$ cat config.mk
export PLATFORM = sky130hd
export DESIGN_NAME = wallace_mac_accumulator
export DESIGN_NICKNAME = d
export VERILOG_FILES = /design/src/rtl/wallace_mac_pkg.sv /design/src/rtl/wallace_tree_multiplier_4bit.sv /design/src/rtl/wallace_mac_accumulator.sv
export SDC_FILE = /design/constraint.sdc
export NUM_CORES = 1
export LEC_CHECK = 0
export CAP_MARGIN = 20
export CORE_MARGIN = 1.5
export CORE_UTILIZATION = 50
export CTS_BUF_LIST = sky130_fd_sc_hd__clkbuf_16
export DETAILED_ROUTE_END_ITERATION = 8
export MAX_ROUTING_LAYER = met4
export PLACE_DENSITY_LB_ADDON = 0.05
export SLEW_MARGIN = 20
export SYNTH_ARGS = -nofsm -noshare
export SYNTH_HDL_FRONTEND = slang
export SYNTH_SLANG_ARGS = --single-unit
export TNS_END_PERCENT = 20
$ cat constraint.sdc
create_clock -name clk -period 2.9 [get_ports clk]
set_clock_uncertainty 0.1 [all_clocks]
set_input_delay 0.58 -clock clk [delete_from_list [all_inputs] [get_ports clk]]
set_output_delay 0.58 -clock clk [all_outputs]
set_load 0.005 [all_outputs]
$ cat src/rtl/wallace_mac_pkg.sv
// rtl/wallace_mac_pkg.sv - shared types, widths and sizing helpers for the MAC stage
package wallace_mac_pkg;

  typedef enum logic {
    RUN  = 1'b0,
    DONE = 1'b1
  } mac_state_t;

  localparam int OP_W   = 4;
  localparam int PROD_W = 8;

  // Counters must be able to hold N_TERMS itself, not just N_TERMS-1.
  function automatic int cnt_width(input int n_terms);
    return $clog2(n_terms + 1);
  endfunction

endpackage

$ cat src/rtl/wallace_tree_multiplier_4bit.sv
// rtl/wallace_tree_multiplier_4bit.sv - unsigned 4x4 multiplier, carry-save reduction then one final add
module wallace_tree_multiplier_4bit (
  input  logic [3:0] A,
  input  logic [3:0] B,
  output logic [7:0] P
);

  logic [7:0] pp0, pp1, pp2, pp3;
  logic [7:0] s1, c1, s2, c2;
  logic [7:0] maj1, maj2;

  assign pp0 = {4'b0, A & {4{B[0]}}};
  assign pp1 = {3'b0, A & {4{B[1]}}, 1'b0};
  assign pp2 = {2'b0, A & {4{B[2]}}, 2'b0};
  assign pp3 = {1'b0, A & {4{B[3]}}, 3'b0};

  // Two 3:2 compressor layers; the dropped carry MSBs are always zero since P < 256.
  assign s1   = pp0 ^ pp1 ^ pp2;
  assign maj1 = (pp0 & pp1) | (pp0 & pp2) | (pp1 & pp2);
  assign c1   = {maj1[6:0], 1'b0};

  assign s2   = s1 ^ c1 ^ pp3;
  assign maj2 = (s1 & c1) | (s1 & pp3) | (c1 & pp3);
  assign c2   = {maj2[6:0], 1'b0};

  assign P = s2 + c2;

endmodule

$ cat src/rtl/wallace_mac_accumulator.sv
// rtl/wallace_mac_accumulator.sv - streams 4-bit operand pairs, accumulates N_TERMS products per result
module wallace_mac_accumulator
  import wallace_mac_pkg::*;
#(
  parameter int N_TERMS = 4,
  parameter int ACC_W   = 16
) (
  input  logic             clk,
  input  logic             rst_n,
  input  logic             clear,
  input  logic             in_valid,
  output logic             in_ready,
  input  logic [3:0]       a,
  input  logic [3:0]       b,
  output logic             out_valid,
  input  logic             out_ready,
  output logic [ACC_W-1:0] out_acc,
  output logic             out_ovf
);

  localparam int CW = cnt_width(N_TERMS);

  if (N_TERMS < 1 || ACC_W < 8) begin : g_param_check
    $error("wallace_mac_accumulator: need N_TERMS >= 1 and ACC_W >= 8");
  end

  mac_state_t        state;
  logic [CW-1:0]     issue_cnt;
  logic [CW-1:0]     acc_cnt;
  logic [PROD_W-1:0] prod_w;
  logic [PROD_W-1:0] prod_r;
  logic              prod_v;
  logic [ACC_W-1:0]  acc;
  logic              ovf;
  logic [ACC_W:0]    sum;
  logic              xfer;

  wallace_tree_multiplier_4bit u_mult (
    .A (a),
    .B (b),
    .P (prod_w)
  );

  assign in_ready  = (state == RUN) && (issue_cnt < CW'(N_TERMS)) && !clear;
  assign xfer      = in_valid && in_ready;
  assign sum       = {1'b0, acc} + {{(ACC_W + 1 - PROD_W){1'b0}}, prod_r};
  assign out_valid = (state == DONE);
  assign out_acc   = acc;
  assign out_ovf   = ovf;

  always_ff @(posedge clk or negedge rst_n) begin
    if (!rst_n) begin
      state     <= RUN;
      issue_cnt <= '0;
      acc_cnt   <= '0;
      prod_r    <= '0;
      prod_v    <= 1'b0;
      acc       <= '0;
      ovf       <= 1'b0;
    end else if (clear) begin
      state     <= RUN;
      issue_cnt <= '0;
      acc_cnt   <= '0;
      prod_v    <= 1'b0;
      acc       <= '0;
      ovf       <= 1'b0;
    end else begin
      prod_v <= xfer;
      if (xfer) begin
        prod_r    <= prod_w;
        issue_cnt <= issue_cnt + CW'(1);
      end
      // Every issued product has been folded in by the time DONE is reached,
      // so the accumulate and hand-off branches never fire together.
      if (prod_v) begin
        acc     <= sum[ACC_W-1:0];
        ovf     <= ovf | sum[ACC_W];
        acc_cnt <= acc_cnt + CW'(1);
        if (acc_cnt == CW'(N_TERMS - 1)) begin
          state <= DONE;
        end
      end
      if (state == DONE && out_ready) begin
        state     <= RUN;
        issue_cnt <= '0;
        acc_cnt   <= '0;
        acc       <= '0;
        ovf       <= 1'b0;
      end
    end
  end

endmodule

# Yosys cells after proc, flatten, opt, wreduce, memory -nomap -nowiden
# Cells that the tools add are included.
[totals]
regBits = 33
wordCells = 61
out_inout_bits = 19
inputBits = 13
[op_classes]
addsub = 4
eq_ne = 1
bitwise = 21
n_mux = 17
order_cmp = 1
n_reduce_logical = 10
[ops]
columns = ["op", "n"]
rows = [
  ["16-bit two-way mux", 3],
  ["7-bit AND", 3],
  ["7-bit OR", 3],
  ["3-bit two-way mux", 6],
  ["16-bit by 8-bit adder with 17-bit output", 1],
  ["4-bit AND", 4],
  ["3-bit nonzero test", 3],
  ["8-bit adder", 1],
  ["1-bit two-way mux", 8],
  ["8-bit by 7-bit bitwise XOR with 8-bit output", 1],
  ["8-bit bitwise XOR", 1],
  ["7-bit by 6-bit OR with 7-bit output", 1],
  ["3-bit by 1-bit adder with 3-bit output, second input constant", 2],
  ["4-bit by 6-bit AND with 6-bit output", 1],
  ["5-bit by 6-bit AND with 6-bit output", 1],
  ["5-bit by 6-bit bitwise XOR with 6-bit output", 1],
  ["4-bit by 5-bit AND with 5-bit output", 1],
  ["4-bit by 5-bit bitwise XOR with 5-bit output", 1],
  ["1-bit logical AND", 4],
  ["2-bit AND reduction", 2],
  ["3-bit by 2-bit equality test with 1-bit output, second input constant", 1],
  ["3-bit less-than comparator, second input constant", 1],
  ["1-bit NOT", 2],
  ["1-bit zero test", 1],
  ["1-bit OR", 1],
]

# Depth between registers and ports, before layout
# Gate-level depths: netlist of the first run.
[depth]
depth_word = 8
ltp_mapped = 11
ltp_nobuf = 11

# Modules after synthesis
# From an unflattened synthesis of the first run, not the netlist that was laid out.
[unflattened]
hier_cells = 214
hier_area_um2 = 2207.1
[modules_own_cells]
columns = ["mod", "area_each_um2", "seq_area_each_um2", "cells_each", "instances"]
rows = [
  ["wallace_mac_accumulator", 1833.0, 825.8, 170, 1],
  ["wallace_tree_multiplier_4bit", 374.1, 0.0, 44, 1],
]

# Worst setup path before layout of the first run
# Ideal clock, no wire load.
[synth_path]
kind = "input to register"
startpoint = "input port b[0]"
endpoint = "register prod_r[7]"
arrival_time_ps = 2663
t_required_ps = 2735
path_buffers = 0
cell_stages = 11
slack_ps = 72
path_cell_list = "nand2_1 fa_1 inv_1 fa_1 ha_1 inv_1 fa_1 nor2b_1 o21ai_0 nand2_1 o22a_1"
[synth_between]
elab_chain_len = 8
elab_cells_between_ends = 15
cone_classes = "1 x add/sub; 14 x bitwise"
[synth_lines]
columns = ["element", "line", "source"]
rows = [
  ["from (decl)", "wallace_mac_accumulator.sv:14", "input logic [3:0] b,"],
  ["4-bit AND *", "wallace_tree_multiplier_4bit.sv:12", "assign pp0 = {4'b0, A & {4{B[0]}}};"],
  ["4-bit by 5-bit AND with 5-bit output / 4-bit by 6-bit AND with 6-bit output (equally long branches)", "wallace_tree_multiplier_4bit.sv:19", "assign maj1 = (pp0 & pp1) | (pp0 & pp2) | (pp1 & pp2);"],
  ["7-bit OR", "wallace_tree_multiplier_4bit.sv:19", ""],
  ["7-bit by 6-bit OR with 7-bit output", "wallace_tree_multiplier_4bit.sv:19", ""],
  ["7-bit AND", "wallace_tree_multiplier_4bit.sv:23", "assign maj2 = (s1 & c1) | (s1 & pp3) | (c1 & pp3);"],
  ["7-bit OR (2 in series)", "wallace_tree_multiplier_4bit.sv:23", ""],
  ["8-bit adder *", "wallace_tree_multiplier_4bit.sv:26", "assign P = s2 + c2;"],
  ["to (signal assigned)", "wallace_mac_accumulator.sv:70", "prod_r <= prod_w;"],
  ["to (decl)", "wallace_mac_accumulator.sv:31", "logic [PROD_W-1:0] prod_r;"],
]
# Mark *: on every way between the ends. The rest lies on a longest branch, timed or not.
# A chain may end at the register's enable or synchronous reset.

# Worst setup path after layout of the first run
[layout_path]
startpoint = "input port a[0]"
endpoint = "register prod_r[7]"
[layout_between]
elab_chain_len = 8
elab_cells_between_ends = 19
cone_classes = "1 x add/sub; 18 x bitwise"
[layout_lines]
columns = ["element", "line", "source"]
rows = [
  ["from (decl)", "wallace_mac_accumulator.sv:13", "input logic [3:0] a,"],
  ["4-bit AND, on equally long branches", "wallace_tree_multiplier_4bit.sv:12, wallace_tree_multiplier_4bit.sv:13, wallace_tree_multiplier_4bit.sv:14", ""],
  ["4-bit by 5-bit AND with 5-bit output / 4-bit by 6-bit AND with 6-bit output (equally long branches)", "wallace_tree_multiplier_4bit.sv:19", ""],
  ["7-bit OR", "wallace_tree_multiplier_4bit.sv:19", ""],
  ["7-bit by 6-bit OR with 7-bit output", "wallace_tree_multiplier_4bit.sv:19", ""],
  ["7-bit AND", "wallace_tree_multiplier_4bit.sv:23", ""],
  ["7-bit OR (2 in series)", "wallace_tree_multiplier_4bit.sv:23", ""],
  ["8-bit adder *", "wallace_tree_multiplier_4bit.sv:26", ""],
]
# Marks and branches as above.

==> results of run 1 <==
[Yosys cell counts]
cell type	count
a211oi_1	3
a21o_1	4
a21oi_1	13
a22o_1	1
and2_1	9
and3_1	2
buf_1	1
buf_2	1
clkbuf_1	3
dfrtp_1	33
fa_1	7
ha_1	18
inv_1	12
inv_2	1
mux2_2	4
mux2i_1	3
nand2_1	25
nand2b_1	5
nand3_1	4
nand3b_1	4
nor2_1	11
nor2b_1	1
nor3_1	1
nor4_1	1
o211ai_1	2
o211ai_2	1
o21a_1	2
o21ai_0	19
o21ai_2	2
o21bai_1	1
o221a_2	1
o22a_1	1
o311ai_2	1
o31ai_1	2
or3_1	6
or4_1	1
xnor2_1	5
xor2_1	5
[critical path: stages]
cell             delay (ps)
clkdlybuf4s50_1         470
nand2_1                  70
fa_1                    360
inv_1                    90
fa_1                    420
ha_2                    210
inv_2                    60
fa_2                    200
nor2b_1                  50
o21ai_1                 100
nand2_1                  60
o22a_1                  170
[power groups by stage]
| stage | Clock (W) | Sequential, W | Combinational, W |
|---|---|---|---|
| 6_report | 0.000493 | 0.000536 | 0.000348 |
| 5_1_grt | 0.000526 | 0.000543 | 0.000400 |
| 4_1_cts | 0.000503 | 0.000537 | 0.000352 |
| 3_5_place_dp | 0 | 0.000545 | 0.000349 |
| 3_3_place_gp | 0 | 0.000544 | 0.000347 |
| 2_1_floorplan | 0 | 0.000537 | 0.000237 |
[logic make-up (layout without fill, tap and decap cells)]
family	after synthesis	after routing	synth area share, %
XOR/XNOR	10	10	4.149
buffers and inverters	18	65	3.259
multiplexers	7	7	3.557
AND/OR/NAND/NOR	70	70	16.48
AO/OA/AOI/OAI	53	53	16.12
flip-flops	33	33	39.12
adder cells (fa/ha/maj)	25	25	17.31
[sequential cells by signal, indices dropped and copies added, names as in the netlist]
register,cells
acc_cnt,3
prod_v,1
issue_cnt,3
prod_r,8
out_valid,1
out_acc,16
out_ovf,1
[area by class of cell]
class | count | area, sq um
timing repair buffer | 44 | 400.4
clock buffer | 5 | 125.1
clock inverter | 3 | 12.51
multi-input combinational | 165 | 1221
tap | 50 | 62.56
fill | 333 | 1333
sequential | 33 | 825.8
inverter | 13 | 48.80
[path summary, 6_finish.rpt]
path	to	cells past startpoint	slack, ps
worst max-delay path	prod_r[7]$_DFFE_PN0P_	12	130
worst min-delay path	out_ovf$_DFFE_PN0P_	2	380
worst max register to register	out_acc[14]$_DFFE_PN0P_	8	600
worst min register to register	out_ovf$_DFFE_PN0P_	2	380
max in group asynchronous	out_acc[5]$_DFFE_PN0P_	2	1800
min in group asynchronous	out_acc[10]$_DFFE_PN0P_	2	610
[through the flow]
step           std cells  util, %  setup TNS (ps)
4_1_cts              313    66.93               0
2_1_floorplan        216        -               0
5_1_grt              313    66.93               0
6_report             313    66.93               0
3_3_place_gp         305    63.57           -1617
3_5_place_dp         305    63.57           -1771
[metal layers]
metal	vias to the layer above	part of all wire, %	global-route usage (%)
met4	0	1.8	6.750
met5	-	0	-
met2	29	49	34.22
met3	8	3.1	5.921
met1	766	46	25.39
li1	852	-	-
==> run metrics, run 1 <==
status completed; area share of the largest cell type after synthesis ~40%; CTS root buffer clkbuf_16; commonest non-fill, non-tap cell in the layout dfrtp_1; Final Hold Fails 0; Slew HR 69.92%; number of diodes 0; fin. max-slew vios 0; overall routed net length a little over 4000 um; core area around 4000 sq um; Tot Pwr between 0.001 and 0.0015 W; DP Worst Slack -520.8 ps; synthesized area ~2100 sq um; Pre-antenna DRT Iters 4; setup slack after layout ~130 ps; Synthesized Nets about 250; # IOs 32; switching share of power between 20 and 30%; global route total overflow 0; RR Startpoint out_acc[0]$_DFFE_PN0P_; htree depth 2; Clock Path Buffers 2; YS warnings 0; buffers added on ports 31; Clock power frac a little over a third; initial antenna violation count 0; Placement Rows 23; CP Launch Point a[0]; hold_buf cts 0; Post-Place Cell Area between 2000 and 3000 sq um; CP Max Fanout 2; initial core utilization 52.39%; post-route antenna net violation count 0; Inserted Clock Buffers 5; Min Hold Slack ~380 ps; DP Wirelength 3072 um; sequential-to-total area share from yosys stat between 30% and 40%; design area 2696 sq um; 1st-iter DRT viols 105; clock latency on the worst-skew pair between 200 and 300 ps; CTS resizes 10; setup bufs post-CTS 0; FMAX between 300 and 400 MHz; number of vias per cell approximately 5.3; maximum vdd ir drop about 0.35 mV; wire per inst approximately 13 um; Setup crit start kind primary input; hold_sp out_ovf$_DFFE_PN0P_; Comb power frac 25.3%; Area Overhead vs Synth 27.74%; CP Capture Type flop; CP Class primary input to flop; Reg power frac around two fifths; NumNets Final 300; Pleak between 1 and 1.5 nW; first-pass GRT wire length 7003 um; drt drc 0; die area 4621 sq um; post-synth cell types 38; CTS tree built; setup violators final 0; switching power roughly 0.0004 W; max_cap viols 0; Yosys reg bits 33; worst slew pin tran between 400 and 500 ps; most frequent cells in the layout dfrtp_1, nand2_1, clkdlybuf4s50_1; Arrival @ worst endpoint 2830 ps; Avg Inst Size Synth roughly 9.8 sq um; share of cells above drive strength 1 12.17%; Worst Path Required 2960 ps; RSZ-0062 raised after global routing false; Tot GR Track Use between 20% and 30%; hold crit path type flop to flop; Syn Inst Count about 220; GPL Wtd Cong about 0.78; Sink Count 33; post-layout min period approximately 2800 ps; synth top area cells dfrtp_1, ha_1, fa_1, o21ai_0, nand2_1; fin crit share between 90% and 100%; CTS clk-pin slew, worst paths 50 ps; P_int about 0.001 W; routed vias between 1500 and 2000; Die X-Extent roughly 70 um; leading area contributor after synthesis dfrtp_1; Die Y 67.98 um; largest net degree at the start of global routing 34; pwr dens ~500 nW/um^2; vias in the first global route around 1500
No activity file was read; power rests on OpenSTA's default activity.
==> run 2: changes to the inputs <==
Settings changed: PLACE_DENSITY from default to 0.72, PLACE_DENSITY_LB_ADDON 0.05 to default.
==> run 2 against run 1 <==
Net effect: combinational power increased by 3%; design area grew 0.19%; count of clock-buffer cells in the layout stayed put; critical endpoint unchanged.
==> run metrics, run 2 (synthesis gave the netlist of run 1 again) <==
most frequent cells in the layout dfrtp_1, clkdlybuf4s50_1, nand2_1; core area 4029 sq um; CP Max Fanout 2; vias in the first global route 1508; setup violators final 0; setup_tns 0 ps; crit path buf inv count 3; Worst Path Required about 3000 ps; Largest register FFs 16; DP Wirelength roughly 3200 um; FILL cells around 350; GPL Wtd Cong 0.7963; htree depth 2; FMAX roughly 360 MHz; Most Frequent Cell on Critical Path fa_1; CTS tree built; Sink Count 33; Area Overhead vs Synth 27.98%; Hold Path Stages 2; commonest non-fill, non-tap cell in the layout dfrtp_1; status completed; number of diodes 0; CTS clk-pin slew, worst paths roughly 50 ps; drt drc 0; routed vias about 1700; Die Y roughly 68 um; Placement Rows 23; Pleak around 1.2 nW; NumNets Final 300; Worst path slowest cell fa_1; Tot GR Track Use between 20% and 30%; global route total overflow 0; # IOs 32; number of vias per cell around 5.3; Final Hold Fails 0; CP Class primary input to flop; initial core utilization 52.39%; fin crit share between 90% and 100%; Pre-antenna DRT Iters 4; design area ~2700 sq um; Arrival @ worst endpoint 2900 ps; 1st-iter DRT viols 76; first-pass GRT wire length about 7000 um; Die X-Extent about 70 um; buffers added on ports 31; wire per inst about 14 um; Min Hold Slack 388.8 ps; post-route antenna net violation count 0; Crit path depth 12; post-layout util between 60% and 70%; Setup crit start kind primary input; CTS root buffer clkbuf_16; overall routed net length between 4000 and 5000 um; Top delay family on crit path adder cells; die area 4621 sq um; Inserted Clock Buffers 5; CP Capture Type flop; clock latency on the worst-skew pair approximately 270 ps; max_cap viols 0; worst slew pin tran 474.6 ps; worst path cell trace dlygate4sd2_1 > nand2_2 > fa_1 > inv_1 > fa_1 > ha_2 > inv_2 > fa_2 > nor2b_1 > o21ai_1 > nand2_1 > o22a_1; Crit path largest cell delay approximately 530 ps; pwr dens between 500 and 600 nW/um^2; R2R cell count 8; Clock Path Buffers 2; maximum vdd ir drop 0.4832 mV; Post-Place Cell Area around 2600 sq um; post-layout min period roughly 2800 ps; initial antenna violation count 0; Slew HR around 68%; share of cells above drive strength 1 between 10% and 20%; hold_buf cts 0; hold crit path type flop to flop; largest net degree at the start of global routing 34; fin. max-slew vios 0
==> run 2: cell count changes in the layout (fill, tap and decap cells not counted), sizes merged <==
cell,delta
clkdlybuf4s15,+1
inv,+1
dlygate4sd2,-1
clkinv,-2
==> run 2: power by group <==
part	internal [W]	leakage (nW)	switching, W
clock	0.000306	0.0685	0.000173
sequential	0.000507	0.442	0.0000322
combinational	0.000176	0.738	0.000184
==> run 2: routing by layer <==
| layer | share of wire [%] | global-route usage [%] | routed length (um) |
|---|---|---|---|
| met5 | 0 | - | 0 |
| met4 | 1.8 | 9.250 | 79 |
| met3 | 4.2 | 4.770 | 183 |
| met2 | 45 | 29.73 | 1956 |
| met1 | 49 | 29.82 | 2125 |
==> run 2: worst paths after layout <==
path                                              from                      end  slack (ps)
worst max-delay path                              b[0]    prod_r[7]$_DFFE_PN0P_         120
worst min-delay path               out_ovf$_DFFE_PN0P_      out_ovf$_DFFE_PN0P_         390
worst max register to register  out_acc[0]$_DFFE_PN0P_  out_acc[10]$_DFFE_PN0P_         610
worst min register to register     out_ovf$_DFFE_PN0P_      out_ovf$_DFFE_PN0P_         390
max in group asynchronous                        rst_n   out_acc[2]$_DFFE_PN0P_        1790
min in group asynchronous                        rst_n  out_acc[13]$_DFFE_PN0P_         600
==> run 2: tightest hold or removal path: stages (launching register included) <==
cell and delay [ps]:
dfrtp_1 340, nand2_1 50, o31ai_1 60
==> run 2: final cells by class <==
cell class / instances / area, sq um / area share, %
clock buffer: 5 / 125.1 / 4.632
multi-input combinational: 165 / 1230 / 45.53
inverter: 13 / 48.80 / 1.806
timing repair buffer: 44 / 401.6 / 14.87
clock inverter: 2 / 7.507 / 0.2779
tap: 50 / 62.56 / 2.316
sequential: 33 / 825.8 / 30.57
==> run 2: through the flow <==
stage / instances / total power, W / setup WS [ps]
6_report: 312 / 0.001378 / 118.0
4_1_cts: 312 / 0.001389 / 71.72
3_3_place_gp: 304 / 0.0008906 / -509.9
2_1_floorplan: 216 / 0.0007740 / 72.34
3_5_place_dp: 304 / 0.0008993 / -586.1
5_1_grt: 312 / 0.001453 / -18.45
==> run 2: repair_timing <==
item                                    4_1_cts  5_1_grt
endpoints found under the setup margin        4        2
resized for setup                            12        4
hold endpoints to repair                      0        0
setup buffers                                 1        0
pin swaps                                     7        3
